### src/rtl/sha2_digest_collector_if.sv
// rtl/sha2_digest_collector_if.sv - word input and byte output signals of the digest collector
interface sha2_digest_collector_if #(
  parameter int WORD_W = 32,
  parameter int WORDS  = 8
);
  logic                    in_valid;
  logic [WORD_W-1:0]       in_word;
  logic                    flush;
  logic [WORD_W*WORDS-1:0] digest;
  logic                    digest_valid;
  logic [7:0]              out_byte;
  logic                    out_valid;
  logic                    out_ready;
  logic                    overflow;

  modport master (
    output in_valid, in_word, flush, out_ready,
    input  digest, digest_valid, out_byte, out_valid, overflow
  );

  modport slave (
    input  in_valid, in_word, flush, out_ready,
    output digest, digest_valid, out_byte, out_valid, overflow
  );
endinterface

### src/rtl/sha2_digest_collector.sv
// rtl/sha2_digest_collector.sv - gathers SHA-256 digest words, presents them in parallel
// and streams the digest byte-serially MSB first.
module sha2_digest_collector #(
  parameter int WORD_W = 32,
  parameter int WORDS  = 8
) (
  input logic                    clk,
  input logic                    rst,
  sha2_digest_collector_if.slave bus
);
  localparam int DIG_W  = WORD_W * WORDS;
  localparam int NBYTES = DIG_W / 8;
  localparam int WCNT_W = (WORDS > 1) ? $clog2(WORDS) : 1;
  localparam int BCNT_W = (NBYTES > 1) ? $clog2(NBYTES) : 1;
  localparam logic [WCNT_W-1:0] WCNT_LAST = WCNT_W'(WORDS - 1);
  localparam logic [BCNT_W-1:0] BCNT_LAST = BCNT_W'(NBYTES - 1);

  typedef enum logic {COLLECT, DRAIN} state_t;

  state_t            state;
  logic [WCNT_W-1:0] wcnt;
  logic [BCNT_W-1:0] bcnt;
  logic [DIG_W-1:0]  digest_q;
  logic              dvalid_q;
  logic              ovalid_q;
  logic              overflow_q;
  logic [7:0]        byte_sel;

  always_ff @(posedge clk or posedge rst) begin
    if (rst) begin
      state      <= COLLECT;
      wcnt       <= '0;
      bcnt       <= '0;
      digest_q   <= '0;
      dvalid_q   <= 1'b0;
      ovalid_q   <= 1'b0;
      overflow_q <= 1'b0;
    end else if (bus.flush) begin
      // A word on the flush edge is discarded silently; overflow is left untouched.
      state    <= COLLECT;
      wcnt     <= '0;
      bcnt     <= '0;
      digest_q <= '0;
      dvalid_q <= 1'b0;
      ovalid_q <= 1'b0;
    end else begin
      case (state)
        COLLECT: begin
          if (bus.in_valid) begin
            digest_q <= {digest_q[DIG_W-WORD_W-1:0], bus.in_word};
            if (wcnt == WCNT_LAST) begin
              state    <= DRAIN;
              wcnt     <= '0;
              bcnt     <= '0;
              dvalid_q <= 1'b1;
              ovalid_q <= 1'b1;
            end else begin
              wcnt <= wcnt + WCNT_W'(1);
            end
          end
        end
        DRAIN: begin
          if (bus.in_valid) overflow_q <= 1'b1;
          if (ovalid_q && bus.out_ready) begin
            if (bcnt == BCNT_LAST) begin
              state    <= COLLECT;
              bcnt     <= '0;
              dvalid_q <= 1'b0;
              ovalid_q <= 1'b0;
            end else begin
              bcnt <= bcnt + BCNT_W'(1);
            end
          end
        end
        default: state <= COLLECT;
      endcase
    end
  end

  // Byte mux driven only by registered digest and byte count.
  always_comb begin
    byte_sel = '0;
    for (int i = 0; i < NBYTES; i++) begin
      if (bcnt == BCNT_W'(i)) byte_sel = digest_q[DIG_W-1-8*i -: 8];
    end
  end

  assign bus.digest       = digest_q;
  assign bus.digest_valid = dvalid_q;
  assign bus.out_valid    = ovalid_q;
  assign bus.out_byte     = byte_sel;
  assign bus.overflow     = overflow_q;
endmodule

### src/flat_wrapper.sv
// flat-port wrapper written by rule: the top's interface ports become plain ports
module sha2_digest_collector_flat 
#(
  parameter int WORD_W = 32,
  parameter int WORDS  = 8
)
  (clk, rst, bus_in_valid, bus_in_word, bus_flush, bus_out_ready, bus_digest, bus_digest_valid, bus_out_byte, bus_out_valid, bus_overflow);
  sha2_digest_collector_if #(.WORD_W(WORD_W), .WORDS(WORDS)) bus_i ();
  input logic clk;
  input logic rst;
  input wire logic [$bits(bus_i.in_valid)-1:0] bus_in_valid;
  input wire logic [$bits(bus_i.in_word)-1:0] bus_in_word;
  input wire logic [$bits(bus_i.flush)-1:0] bus_flush;
  input wire logic [$bits(bus_i.out_ready)-1:0] bus_out_ready;
  output wire logic [$bits(bus_i.digest)-1:0] bus_digest;
  output wire logic [$bits(bus_i.digest_valid)-1:0] bus_digest_valid;
  output wire logic [$bits(bus_i.out_byte)-1:0] bus_out_byte;
  output wire logic [$bits(bus_i.out_valid)-1:0] bus_out_valid;
  output wire logic [$bits(bus_i.overflow)-1:0] bus_overflow;
  assign bus_i.in_valid = bus_in_valid;
  assign bus_i.in_word = bus_in_word;
  assign bus_i.flush = bus_flush;
  assign bus_i.out_ready = bus_out_ready;
  assign bus_digest = bus_i.digest;
  assign bus_digest_valid = bus_i.digest_valid;
  assign bus_out_byte = bus_i.out_byte;
  assign bus_out_valid = bus_i.out_valid;
  assign bus_overflow = bus_i.overflow;
  sha2_digest_collector #(.WORD_W(WORD_W), .WORDS(WORDS)) u_core (.clk(clk), .rst(rst), .bus(bus_i));
endmodule
### config.mk
export PLATFORM = sky130hd
export DESIGN_NAME = sha2_digest_collector_flat
export DESIGN_NICKNAME = d
export VERILOG_FILES = /design/src/rtl/sha2_digest_collector_if.sv /design/src/rtl/sha2_digest_collector.sv /design/src/flat_wrapper.sv
export SDC_FILE = /design/constraint.sdc
export NUM_CORES = 1
export LEC_CHECK = 0
export ABC_AREA = 1
export BUFFER_PORTS_ARGS = -buffer_cell sky130_fd_sc_hd__buf_2
export CAP_MARGIN = 20
export CORE_UTILIZATION = 45
export CTS_BUF_LIST = sky130_fd_sc_hd__clkbuf_16
export CTS_CLUSTER_DIAMETER = 200
export DETAILED_ROUTE_END_ITERATION = 8
export PLACE_DENSITY = 0.8
export SETUP_SLACK_MARGIN = 0.5
export SLEW_MARGIN = 10
export SYNTH_ARGS = -nofsm -noshare
export SYNTH_HDL_FRONTEND = slang
export SYNTH_SLANG_ARGS = --single-unit
### constraint.sdc
create_clock -name clk -period 9.4 [get_ports clk]
set_input_delay 1.41 -clock clk [delete_from_list [all_inputs] [get_ports clk]]
set_output_delay 1.41 -clock clk [all_outputs]
set_load 0.05 [all_outputs]
==> summary.txt <==
Status -> finished, final reports clean
Pin count of the biggest net entering global routing -> 131
Rows -> 61
Total track usage -> 32.2%
CP bufs+invs -> 3
Clock Power Share -> 47.3%
Setup violators final -> 0
Vias in the first global route -> 12000
CP startpoint kind -> flip-flop
Die ar. -> 0.0294 mm2
Post-CTS Setup Repair Bufs -> 0
CTS Sinks -> 267
Final Hold Fails -> 0
Clk_lat worst skew -> 560 ps
Root Driver -> clkbuf_16
Power per Cell Area -> 169 mW/mm2
Commonest non-fill, non-tap cell in the layout -> nand2_1
Slowest stage cell on the critical path -> dfrtp_1
Final Cycle Share -> 67.2%
Utilization after layout -> 56.1%
DP Area -> 0.0146 mm2
Layout cells sized above 1 -> 20.8%
Fillers -> 2639
Gpl congestion -> 0.936
CP Class -> reg -> out
TritonCTS buffer count -> 30
DR vias/cell -> 5.63
Final instance count without filler cells -> 2279
Die H -> 171 um
Final net count -> 1922
First-pass GRT wire length -> 70800 um
Setup_tns -> 0 ps
Area fraction of the dominant cell type after synthesis -> 51.7%
Sw Pwr -> 0.000686 W
CTS tree -> yes
Number of distinct library cells after synthesis -> 33
VDD IR-drop max -> 0.000145 V
DRC errors left -> 0
Slowest stage delay, CP -> 790 ps
Sequential share of power -> 44.7%
Least-Margin Pin Slew -> 1070 ps
Die W -> 171 um
Commonest non-fill, non-tap cells in the layout -> 346 x nand2_1, 336 x inv_1, 303 x buf_2
YS warnings -> 0
Comb power frac -> 8.0%
Antenna Nets Post-Route -> 0
FF+latch count, synth -> 267
Port Buf Inserts -> 303
Post-Syn Area -> 0.0129 mm2
H-tree Lvls -> 1
Syn Inst Count -> 1619
Cell family with most CP delay -> simple AND/OR/NAND/NOR gates
Routed via count -> 12800
Tmin final -> 6320 ps
Net Sw Frac -> 25.8%
Hold Path Class -> reg -> reg
Area Growth Syn to Fin -> 21.6%
Final clock skew -> 10.4 ps
Max-Slew Margin vs Limit -> 28.7%
Crit. End Element -> output pin
DP Cell Count -> 2222
Max-slew violations -> 0
Avg Cell Area, Syn -> 7.98 um2
Internal Power -> 0.00197 W
Min Hold Slack -> 454 ps
Crit Path Max Fanout -> 21
Syn nets -> 1664
Leakage -> 7.98 nW
Sequential-to-total area share from yosys stat -> 51.7%
Critical path arrival -> 4910 ps
Initial core utilization -> 46.1%
Drt first-iter violations -> 1545
Final wirelength -> 47900 um
Design area -> 0.0157 mm2
Num ports -> 304
RSZ-0062 raised after global routing -> false
CTS-repair resized insts -> 0
Core ar. -> 0.0280 mm2
Antenna violations before repair -> 0
Area leader, netlist -> dfrtp_1
CTS max path bufs -> 3
Synth top area cells -> dfrtp_1 52%, nand2_1 10%, inv_1 9.7%
Max cap viols -> 0
Worst-path clk slew -> 60 ps
Hpwl dp -> 35500 um
Cell seen most often among critical-path stages -> nand2_1
Internal reg-to-reg setup slack -> 6320 ps
ANT cells -> 0
Critical path required time -> 7990 ps
Routed length per instance -> 21.0 um
1st-pass router iterations -> 6
Fmax -> 158 MHz
Hold_buf cts -> 0
Grt ovf -> 0
-- worst paths after layout --
path,start,to,depth (start not counted)
min in group asynchronous,rst,u_core.bus.digest[194]$_DFFE_PP0P_,2
worst max-delay path,u_core.bcnt[4]$_DFFE_PP0P_,bus_out_byte[7],35
max in group asynchronous,rst,u_core.bus.digest[120]$_DFFE_PP0P_,3
worst min-delay path,u_core.bus.overflow$_DFFE_PP0P_,u_core.bus.overflow$_DFFE_PP0P_,1
worst min register to register,u_core.bus.overflow$_DFFE_PP0P_,u_core.bus.overflow$_DFFE_PP0P_,1
worst max register to register,u_core.state$_DFF_PP0_,u_core.bus.digest[125]$_DFFE_PP0P_,6
-- per-stage QoR --
stage	power, W	setup WS (ps)
6_report	0.00266	3080
5_1_grt	0.00272	2600
3_3_place_gp	0.00142	3810
4_1_cts	0.00266	3140
2_1_floorplan	0.00135	636
3_5_place_dp	0.00142	3720
-- per-layer routing --
layer	part of all wire, %	up-vias	GRT usage, %	wire, um
met2	46	817	50.8	22000
met1	40	6145	43.8	19100
li1	-	5765	-	-
met3	10	110	6.21	4890
met5	0	-	0	0
met4	4.1	0	12.8	1940
-- power by group through the flow --
| stage | clock (W) | combinational, W | sequential (W) |
|---|---|---|---|
| 2_1_floorplan | 0 | 0.0000905 | 0.00126 |
| 3_3_place_gp | 0 | 0.000211 | 0.00121 |
| 3_5_place_dp | 0 | 0.000212 | 0.00121 |
| 4_1_cts | 0.00126 | 0.000213 | 0.00119 |
| 5_1_grt | 0.00130 | 0.000228 | 0.00119 |
| 6_report | 0.00126 | 0.000213 | 0.00119 |
-- state kept, by name (all words and copies together) (netlist names) --
signal / flops
u_core.bus.digest: 256
u_core.bcnt: 5
u_core.wcnt: 3
u_core.bus.digest_valid: 1
u_core.bus.overflow: 1
u_core.state: 1
-- cells by family after synthesis --
kind of cell | synth area share [%]
buf+inv | 12.8
flops | 51.7
simple gates | 14.4
fa+ha+maj | 0.775
compound gates | 20.3
-- area by class of cell --
cell class              instances  area [um2]  share of cell area [%]
flip-flops and latches        267        6680                    42.6
multi-input cells             922        4600                    29.3
repair buffers                315        1610                    10.2
inverters                     341        1290                    8.20
clock buffers                  31         776                    4.94
well taps                     378         473                    3.01
clock inverters                25         280                    1.79
-- synthesized netlist by cell type, drive strengths merged --
library cell	instances
a21o	1
a21oi	87
a31oi	2
buf	15
clkbuf	74
clkinv	1
dfrtp	267
ha	8
inv	340
nand2	352
nand3	49
nand3b	2
nand4	3
nor2	39
nor3	4
o211ai	4
o21ai	169
o21bai	3
o22ai	199
(Power assumes the default switching activity.)
